[config.mk]
export PLATFORM = sky130hd
export DESIGN_NAME = jttrack_dwnld
export DESIGN_NICKNAME = d
export VERILOG_FILES = /design/src/rtl/jttrack_dwnld.sv
export SDC_FILE = /design/constraint.sdc
export NUM_CORES = 1
export LEC_CHECK = 0
export ABC_AREA = 1
export CORE_AREA = 2 2 123 113
export CTS_CLUSTER_DIAMETER = 50
export DETAILED_ROUTE_END_ITERATION = 16
export DIE_AREA = 0 0 125 115
export GPL_ROUTABILITY_DRIVEN = 1
export PLACE_DENSITY = 0.89
export SYNTH_ARGS = -nofsm -noshare
export SYNTH_HDL_FRONTEND = slang
export SYNTH_SLANG_ARGS = --single-unit
export TNS_END_PERCENT = 50
[constraint.sdc]
create_clock -name clk -period 5.5 [get_ports clk]
set_clock_uncertainty 0.2 [all_clocks]
set_input_delay 0.55 -clock clk [delete_from_list [all_inputs] [get_ports clk]]
set_output_delay 0.55 -clock clk [all_outputs]
set_load 0.02 [all_outputs]
[src/rtl/jttrack_dwnld.sv]
// ROM download sequencer: classifies ioctl bytes by region, swizzles their
// addresses and drains them as single SDRAM writes (we/rdy) or PROM strobes.
module jttrack_dwnld #(
  parameter logic [21:0] SND_START  = 22'h0C000,
  parameter logic [21:0] SCR_START  = 22'h0E000,
  parameter logic [21:0] OBJ_START  = 22'h12000,
  parameter logic [21:0] PCM_START  = 22'h1E000,
  parameter logic [24:0] PROM_START = 25'h20000,
  parameter int          FIFO_AW    = 2
) (
  input  logic        clk,
  input  logic        rst,
  input  logic        downloading,
  input  logic        ioctl_wr,
  input  logic [24:0] ioctl_addr,
  input  logic [7:0]  ioctl_dout,
  output logic [21:0] prog_addr,
  output logic [15:0] prog_data,
  output logic [1:0]  prog_mask,
  output logic        prog_we,
  input  logic        prog_rdy,
  output logic        prom_we,
  output logic [10:0] prom_addr,
  output logic [7:0]  prom_data,
  output logic        dwnld_busy,
  output logic        dwnld_done,
  output logic        ovf
);
  localparam int DEPTH = 2**FIFO_AW;

  // The classification below relies on the regions being laid out in order.
  if (!(SND_START < SCR_START && SCR_START < OBJ_START && OBJ_START < PCM_START &&
        {3'b000, PCM_START} <= PROM_START)) begin : g_bad_map
    $error("jttrack_dwnld: region start addresses are not ascending");
  end

  typedef enum logic [1:0] {IDLE, WAIT, PROM} state_t;

  state_t             state_q, state_d;
  logic [32:0]        fifo_mem [DEPTH];
  logic [FIFO_AW-1:0] wr_ptr_q, wr_ptr_d, rd_ptr_q, rd_ptr_d;
  logic [FIFO_AW:0]   count_q, count_d;
  logic [21:0]        prog_addr_q, prog_addr_d;
  logic [15:0]        prog_data_q, prog_data_d;
  logic [1:0]         prog_mask_q, prog_mask_d;
  logic               prog_we_q, prog_we_d;
  logic               prom_we_q, prom_we_d;
  logic [10:0]        prom_addr_q, prom_addr_d;
  logic [7:0]         prom_data_q, prom_data_d;
  logic               ovf_q, ovf_d;
  logic               busy_q;

  logic        fifo_empty, fifo_full, push, pop, busy;
  logic [24:0] head_addr;
  logic [7:0]  head_data;
  logic        is_prom, is_scr, is_obj;
  logic [21:0] post;

  assign fifo_empty = (count_q == '0);
  assign fifo_full  = (count_q == (FIFO_AW+1)'(DEPTH));
  assign head_addr  = fifo_mem[rd_ptr_q][32:8];
  assign head_data  = fifo_mem[rd_ptr_q][7:0];

  assign is_prom = head_addr >= PROM_START;
  assign is_scr  = head_addr >= {3'b000, SCR_START} && head_addr < {3'b000, OBJ_START};
  assign is_obj  = head_addr >= {3'b000, OBJ_START} && head_addr < {3'b000, PCM_START};

  always_comb begin
    post = head_addr[21:0];
    if (is_scr) begin
      post[0] = ~head_addr[0];
    end else if (is_obj) begin
      post[4:0] = {head_addr[2:0], ~head_addr[4], ~head_addr[3]};
    end
  end

  // A full FIFO still takes a byte when the head leaves in the same cycle.
  assign push = ioctl_wr & (~fifo_full | pop);

  always_comb begin
    wr_ptr_d = wr_ptr_q;
    rd_ptr_d = rd_ptr_q;
    count_d  = count_q;
    ovf_d    = ovf_q | (ioctl_wr & fifo_full & ~pop);
    if (push) wr_ptr_d = wr_ptr_q + FIFO_AW'(1);
    if (pop)  rd_ptr_d = rd_ptr_q + FIFO_AW'(1);
    case ({push, pop})
      2'b10:   count_d = count_q + (FIFO_AW+1)'(1);
      2'b01:   count_d = count_q - (FIFO_AW+1)'(1);
      default: count_d = count_q;
    endcase
  end

  always_comb begin
    state_d     = state_q;
    pop         = 1'b0;
    prog_addr_d = prog_addr_q;
    prog_data_d = prog_data_q;
    prog_mask_d = prog_mask_q;
    prog_we_d   = prog_we_q;
    prom_we_d   = 1'b0;
    prom_addr_d = prom_addr_q;
    prom_data_d = prom_data_q;
    case (state_q)
      IDLE: begin
        if (!fifo_empty) begin
          pop = 1'b1;
          if (is_prom) begin
            state_d     = PROM;
            prom_we_d   = 1'b1;
            prom_addr_d = head_addr[10:0] - PROM_START[10:0];
            prom_data_d = head_data;
          end else begin
            state_d     = WAIT;
            prog_we_d   = 1'b1;
            prog_addr_d = {1'b0, post[21:1]};
            prog_mask_d = post[0] ? 2'b01 : 2'b10;
            prog_data_d = {head_data, head_data};
          end
        end
      end
      WAIT: begin
        if (prog_rdy) begin
          prog_we_d = 1'b0;
          state_d   = IDLE;
        end
      end
      PROM:    state_d = IDLE;
      default: state_d = IDLE;
    endcase
  end

  assign busy = downloading | ~fifo_empty | (state_q != IDLE);

  always_ff @(posedge clk) begin
    if (push) fifo_mem[wr_ptr_q] <= {ioctl_addr, ioctl_dout};
  end

  always_ff @(posedge clk) begin
    if (rst) begin
      state_q     <= IDLE;
      wr_ptr_q    <= '0;
      rd_ptr_q    <= '0;
      count_q     <= '0;
      prog_addr_q <= '0;
      prog_data_q <= '0;
      prog_mask_q <= 2'b11;
      prog_we_q   <= 1'b0;
      prom_we_q   <= 1'b0;
      prom_addr_q <= '0;
      prom_data_q <= '0;
      ovf_q       <= 1'b0;
      busy_q      <= 1'b0;
    end else begin
      state_q     <= state_d;
      wr_ptr_q    <= wr_ptr_d;
      rd_ptr_q    <= rd_ptr_d;
      count_q     <= count_d;
      prog_addr_q <= prog_addr_d;
      prog_data_q <= prog_data_d;
      prog_mask_q <= prog_mask_d;
      prog_we_q   <= prog_we_d;
      prom_we_q   <= prom_we_d;
      prom_addr_q <= prom_addr_d;
      prom_data_q <= prom_data_d;
      ovf_q       <= ovf_d;
      busy_q      <= busy;
    end
  end

  assign prog_addr  = prog_addr_q;
  assign prog_data  = prog_data_q;
  assign prog_mask  = prog_mask_q;
  assign prog_we    = prog_we_q;
  assign prom_we    = prom_we_q;
  assign prom_addr  = prom_addr_q;
  assign prom_data  = prom_data_q;
  assign ovf        = ovf_q;
  assign dwnld_busy = busy;
  assign dwnld_done = busy_q & ~busy;
endmodule

## Word-level counts from Yosys, hierarchy flattened

Memories as Yosys holds them, arrays and structs flattened. A register that Yosys moved wholly into a read port is not among the register bits.
Index checks and enable logic that the tools add are counted.

| word-level totals | value |
|---|---|
| register bits | 71 |
| bits in latches | 0 |
| RAM bits | 132 |
| memory bits (read-only) | 0 |
| input port bits | 38 |
| output and inout port bits | 64 |
| word-level logic and storage cells | 79 |
| memories | 1 |

Memories:

| memory | words | width | read ports | clocked after Yosys merged registers in | wr ports | RTL line | source |
|---|---|---|---|---|---|---|---|
| fifo_mem | 4 | 33 | 1 | 1 | 1 | 40 | `logic [32:0] fifo_mem [DEPTH];` |

| cells by class | value |
|---|---|
| add/subtract/negate cells | 4 |
| multipliers | 0 |
| divide/modulo/power cells | 0 |
| magnitude comparators | 5 |
| eq/ne operators | 7 |
| shift-type cells | 0 |
| multiplexer cells | 20 |
| bitwise logic cells | 17 |
| reductions and logical operators | 12 |

Operators by type and width:

| kind | count |
|---|---|
| $lt 25x17->1 const B | 2 |
| $ge 25x16->1 const B | 1 |
| $ge 25x17->1 const B | 1 |
| $ge 25x18->1 const B | 1 |
| $mux 2 | 6 |
| $mux 1 | 9 |
| $not 1->1 | 9 |
| $ne 2x2->1 const B | 3 |
| $pmux 3 s2 | 1 |
| $reduce_and 3->1 | 2 |
| $reduce_bool 2->1 | 3 |
| $mux 5 | 1 |
| $add 2x1->2 const B | 2 |
| $and 1x1->1 | 4 |
| $eq 2x1->1 const B | 2 |
| $mux 4 | 1 |
| $or 1x1->1 | 4 |
| $pmux 2 s2 | 1 |
| $reduce_and 4->1 | 1 |
| $add 3x1->3 const B | 1 |
| $eq 3x3->1 const B | 1 |
| $logic_not 3->1 | 1 |
| $reduce_or 3->1 | 1 |
| $sub 3x1->3 const B | 1 |
| 5 further kinds | 6 |

## Longest topological paths before layout

| logic depth | value |
|---|---|
| depth after elaboration | 7 |
| mapped depth | 16 |
| mapped depth without buffers | 14 |

## Worst setup path before layout

Ideal clock, no wire load.

| path | value |
|---|---|
| path type | reg-to-reg |
| start | register state_q[1] |
| end | memory fifo_mem[0][0] (enable) |
| setup time | 0.423 ns |
| arrival | 2.140 ns |
| required time | 4.877 ns |
| slack | 2.737 ns |
| stages on the path, launching flop included | 6 |
| buffers on the path | 0 |
| period minus slack after synthesis | 2.763 ns |
| cell sequence | dfxtp_1 nor2_1 inv_1 nand3_1 nand2_1 nor2_1 |

| between the ends | value |
|---|---|
| longest elaborated chain between the ends | 6 |

Ends and longest elaborated chain:

| element | RTL line | source |
|---|---|---|
| from (decl) | 39 | `state_t state_q, state_d;` |
| from (signal assigned) | 155 | `state_q <= state_d;` |
| $logic_not 2->1 | 104 | `case (state_q)` |
| $mux 1 | 104 |  |
| $or 1x1->1 | 78 | `assign push = ioctl_wr & (~fifo_full \| pop);` |
| $and 1x1->1 | 78 |  |
| $mux 1 | 136 | `if (push) fifo_mem[wr_ptr_q] <= {ioctl_addr, ioctl_dout};` |
| $mux 1 (implied by the code) | 136 |  |
| to (decl) | 40 |  |

No other way between the ends.

==> flow_summary.toml <==
[status]
outcome = "completed"

[setup_path]
crit_buf_inv = 2
crit_family = "simple AND/OR/NAND/NOR gates"
critPathLaunchType = "register"
worstReg2RegEnd = "prog_mask[0]"
critical_path_cell_count = 12
worst_ep_arrival_time_ns = 3.40
crit_type = "register to register"
critical_path_required_ns = 5.62
rrSetupSlack_ns = 2.22
worst_path_most_repeated_cell = "sky130_fd_sc_hd__nand2_1"
critical_path.slowest_cell = "sky130_fd_sc_hd__inv_2"
cp_max_fo = 49
crit_path_end_kind = "register"
timing.reg2reg.worst_path_depth = 12
crit_path_end = "prog_mask[0]"
worst_path_largest_cell_delay_ns = 0.73
crit_chain = "inv_2 > nand3_1 > nand2_1 > nand2_1 > nor2_2 > nand2_2 > nor2_8 > inv_2 > a21oi_1 > nand2_1 > nand2_1 > nand2_1"

[logic_synthesis]
dominantRegCellSynth = "sky130_fd_sc_hd__edfxtp_1"
ys_top_cells_by_count = "sky130_fd_sc_hd__nand2_1, sky130_fd_sc_hd__edfxtp_1, sky130_fd_sc_hd__a21oi_1"
synth-simple-area-share = 0.125
netlist_top_cells_area = "sky130_fd_sc_hd__edfxtp_1, sky130_fd_sc_hd__dfxtp_1, sky130_fd_sc_hd__nand2_1, sky130_fd_sc_hd__a21oi_1, sky130_fd_sc_hd__o21ai_0"
combinational_family_with_the_most_area_after_synthesis = "simple AND/OR/NAND/NOR gates"
synth_cell_type_count = 33
syn-instance-count = 685
synth.yosys.seq_area_share = 0.689
synth_compound_area_frac = 0.115
area_of_the_mapped_netlist_um2 = 7640
yosys.area_share.adder = 0.0108
syn_avg_cell_area_um2 = 11.2
synth.yosys.warnings = 0
yosys-mux-area-fraction = 0
synth_top_cell_by_area = "sky130_fd_sc_hd__edfxtp_1"
synth_most_common_cell = "sky130_fd_sc_hd__nand2_1"
yosys.area_share.xor_xnor = 0
synth_top_area_share = 0.519
synth_edf_count = 132
postSynthNetCount = 729
ys_ff_latch = 197
ys_async_sr_fraction = 0

[timing]
setup_violations = 0
clock.fmax_mhz = 305
grt_setup_unrepaired = "false"
final_critical_path_setup_slack_ns = 2.22
final-hold-violation-count = 0
fin_setup_tns_ns = 0
report.final.slew_viol_count = 0
final.period_utilization = 0.597
period_minus_slack_ns = 3.28
relSlewSlack = 0.421
fin_hold_ws_ns = 0.258
tightest_slew_ns = 0.867

[cells_and_area]
antenna_cells_inserted = 0
layout.nets = 810
share_of_final_layout_standard_cells_stronger_than_drive_strength_1 = 0.0732
flow.area_growth_from_synthesis_pct = 21.0
finalNonFillerCells = 947
final_cell_area_um2 = 9250

[place]
final_gp_congestion = 0.840
dp.cells = 915
postPlaceCellArea_um2 = 8650
count_of_input_and_output_buffers = 100
dp_hpwl_um = 10800
place_ws_ns = 2.29

[clock_tree]
post_cts_resized = 0
clk_transition_reported_paths_ns = 0.07
cts.hold.buffers_added = 0
tritoncts_sinks = 197
tritoncts = "built"
cts_root_buf = "sky130_fd_sc_hd__clkbuf_16"
tritoncts.num_buffers = 17
htreeDepth = 4
worst_skew_pair.late_latency_ns = 0.43
cts_post_setup_buffers_inserted = 0
cts.path.max_buffers = 2

[global_routing]
global_route_wire_length_before_repair_um = 28000
grt_remaining_overflow = 0
maximum_number_of_pins_on_one_net_before_global_route_repair = 67
first_global_vias = 5453
globalRouteTotalUtil = 0.256
antenna_violations_before_repair = 0

[routing]
routed_via_density = 5.90
dr.first_iter.drc_count = 831
detail_route.drc_violations = 0
drt_pre_antenna_iters = 6
via_count = 5590
drt_wl_total_um = 18300
avgRoutedWirePerCell_um = 19.3
ant_nets = 0

[power_and_ir_drop]
peakVddDrop_uv = 306
power-per-cell-area_nw_per_um2 = 457
p_leak_nw = 3.52

[floorplanning]
start_util = 0.583
die_extent_in_y_um = 115
die-area_um2 = 14400
io_pins = 102
placementRows = 40
horizontal_die_dimension_um = 125
coreArea_um2 = 13100

[worst_hold_path]
min_path_type = "register to register"

[run]
max_cap_violations = 0
-- power breakdown --
part           switching (mW)  internal (mW)  total [mW]
Clock                   0.549          0.678        1.23
Combinational           0.802          0.381        1.18
Sequential             0.0848           1.73        1.82
Total                    1.44           2.79        4.22
-- tightest hold or removal path: stages, from the launching register on --
cell	delay [ns]
sky130_fd_sc_hd__dfxtp_1	0.31
sky130_fd_sc_hd__nand3_1	0.07
sky130_fd_sc_hd__inv_1	0.03
-- area by class of cell --
type,instances,area (um^2)
flip-flops and latches,197,5270
fillers,830,3870
multi-input cells,393,1930
repair buffers,107,1050
clock buffers,21,514
well taps,168,210
inverters,50,188
clock inverters,11,85.1
-- routing by layer --
metal	wire length (um)	global-route usage	vias up
met2	9340	0.439	343
met1	6920	0.312	2677
li1	-	-	2522
met3	1560	0.0596	48
met4	490	0.121	0
met5	0	0	-
-- stage by stage --
stage | util | power [mW]
2_1_floorplan | - | 2.63
3_3_place_gp | 0.659 | 2.91
3_5_place_dp | 0.659 | 2.97
4_1_cts | 0.705 | 4.21
5_1_grt | 0.705 | 4.40
6_report | 0.705 | 4.22
-- cell usage in the layout, fill, tap and decap left out, types with 2 or more instances in the layout --
cell | synthesis | final
sky130_fd_sc_hd__a21oi_1 | 66 | 66
sky130_fd_sc_hd__clkinv_2 | 0 | 2
sky130_fd_sc_hd__nor2_2 | 1 | 5
sky130_fd_sc_hd__o21a_1 | 3 | 3
sky130_fd_sc_hd__o21ai_1 | 14 | 14
sky130_fd_sc_hd__edfxtp_1 | 132 | 132
sky130_fd_sc_hd__nand2_1 | 138 | 138
sky130_fd_sc_hd__inv_6 | 0 | 2
sky130_fd_sc_hd__inv_1 | 44 | 44
sky130_fd_sc_hd__ha_1 | 5 | 5
sky130_fd_sc_hd__nor2_4 | 2 | 2
sky130_fd_sc_hd__o22ai_1 | 5 | 5
sky130_fd_sc_hd__clkdlybuf4s50_1 | 0 | 100
sky130_fd_sc_hd__inv_2 | 6 | 6
sky130_fd_sc_hd__nor2_1 | 52 | 48
sky130_fd_sc_hd__o21ai_0 | 50 | 50
sky130_fd_sc_hd__a32o_1 | 15 | 15
sky130_fd_sc_hd__dfxtp_1 | 65 | 64
sky130_fd_sc_hd__clkbuf_16 | 0 | 20
sky130_fd_sc_hd__nand3_1 | 30 | 30
sky130_fd_sc_hd__clkinv_4 | 0 | 5
sky130_fd_sc_hd__buf_4 | 17 | 7
-- flip-flops by register name (all words and copies together) (netlist names), named ones only --
signal     flops
fifo_mem     132
prog_data      8
state_q        2
prom_addr     11
busy_q         1
prom_we        1
count_q        3
wr_ptr_q       2
prog_addr     21
prog_we        1
prom_data      8
ovf            1
rd_ptr_q       2
prog_mask      2
-- logic make-up after synthesis --
family,count (synthesis)
simple gates,230
flops,197
compound gates,156
buf+inv,95
fa+ha+maj,6
other cells,1
-- how the worst min path moves through the flow --
stage	from	endpoint	slack (ns)	cells past startpoint
6_report	prog_addr[16]	prog_addr[16]	0.26	2
5_1_grt	prog_addr[20]	prog_addr[20]	0.27	2
4_1_cts	prog_addr[20]	prog_addr[20]	0.26	2
3_5_place_dp	prog_addr[20]	prog_addr[20]	0.25	2
3_3_place_gp	ovf	ovf	0.24	2
2_1_floorplan	rd_ptr_q[1]	register	0.24	2
No activity file was read; power rests on OpenSTA's default activity.
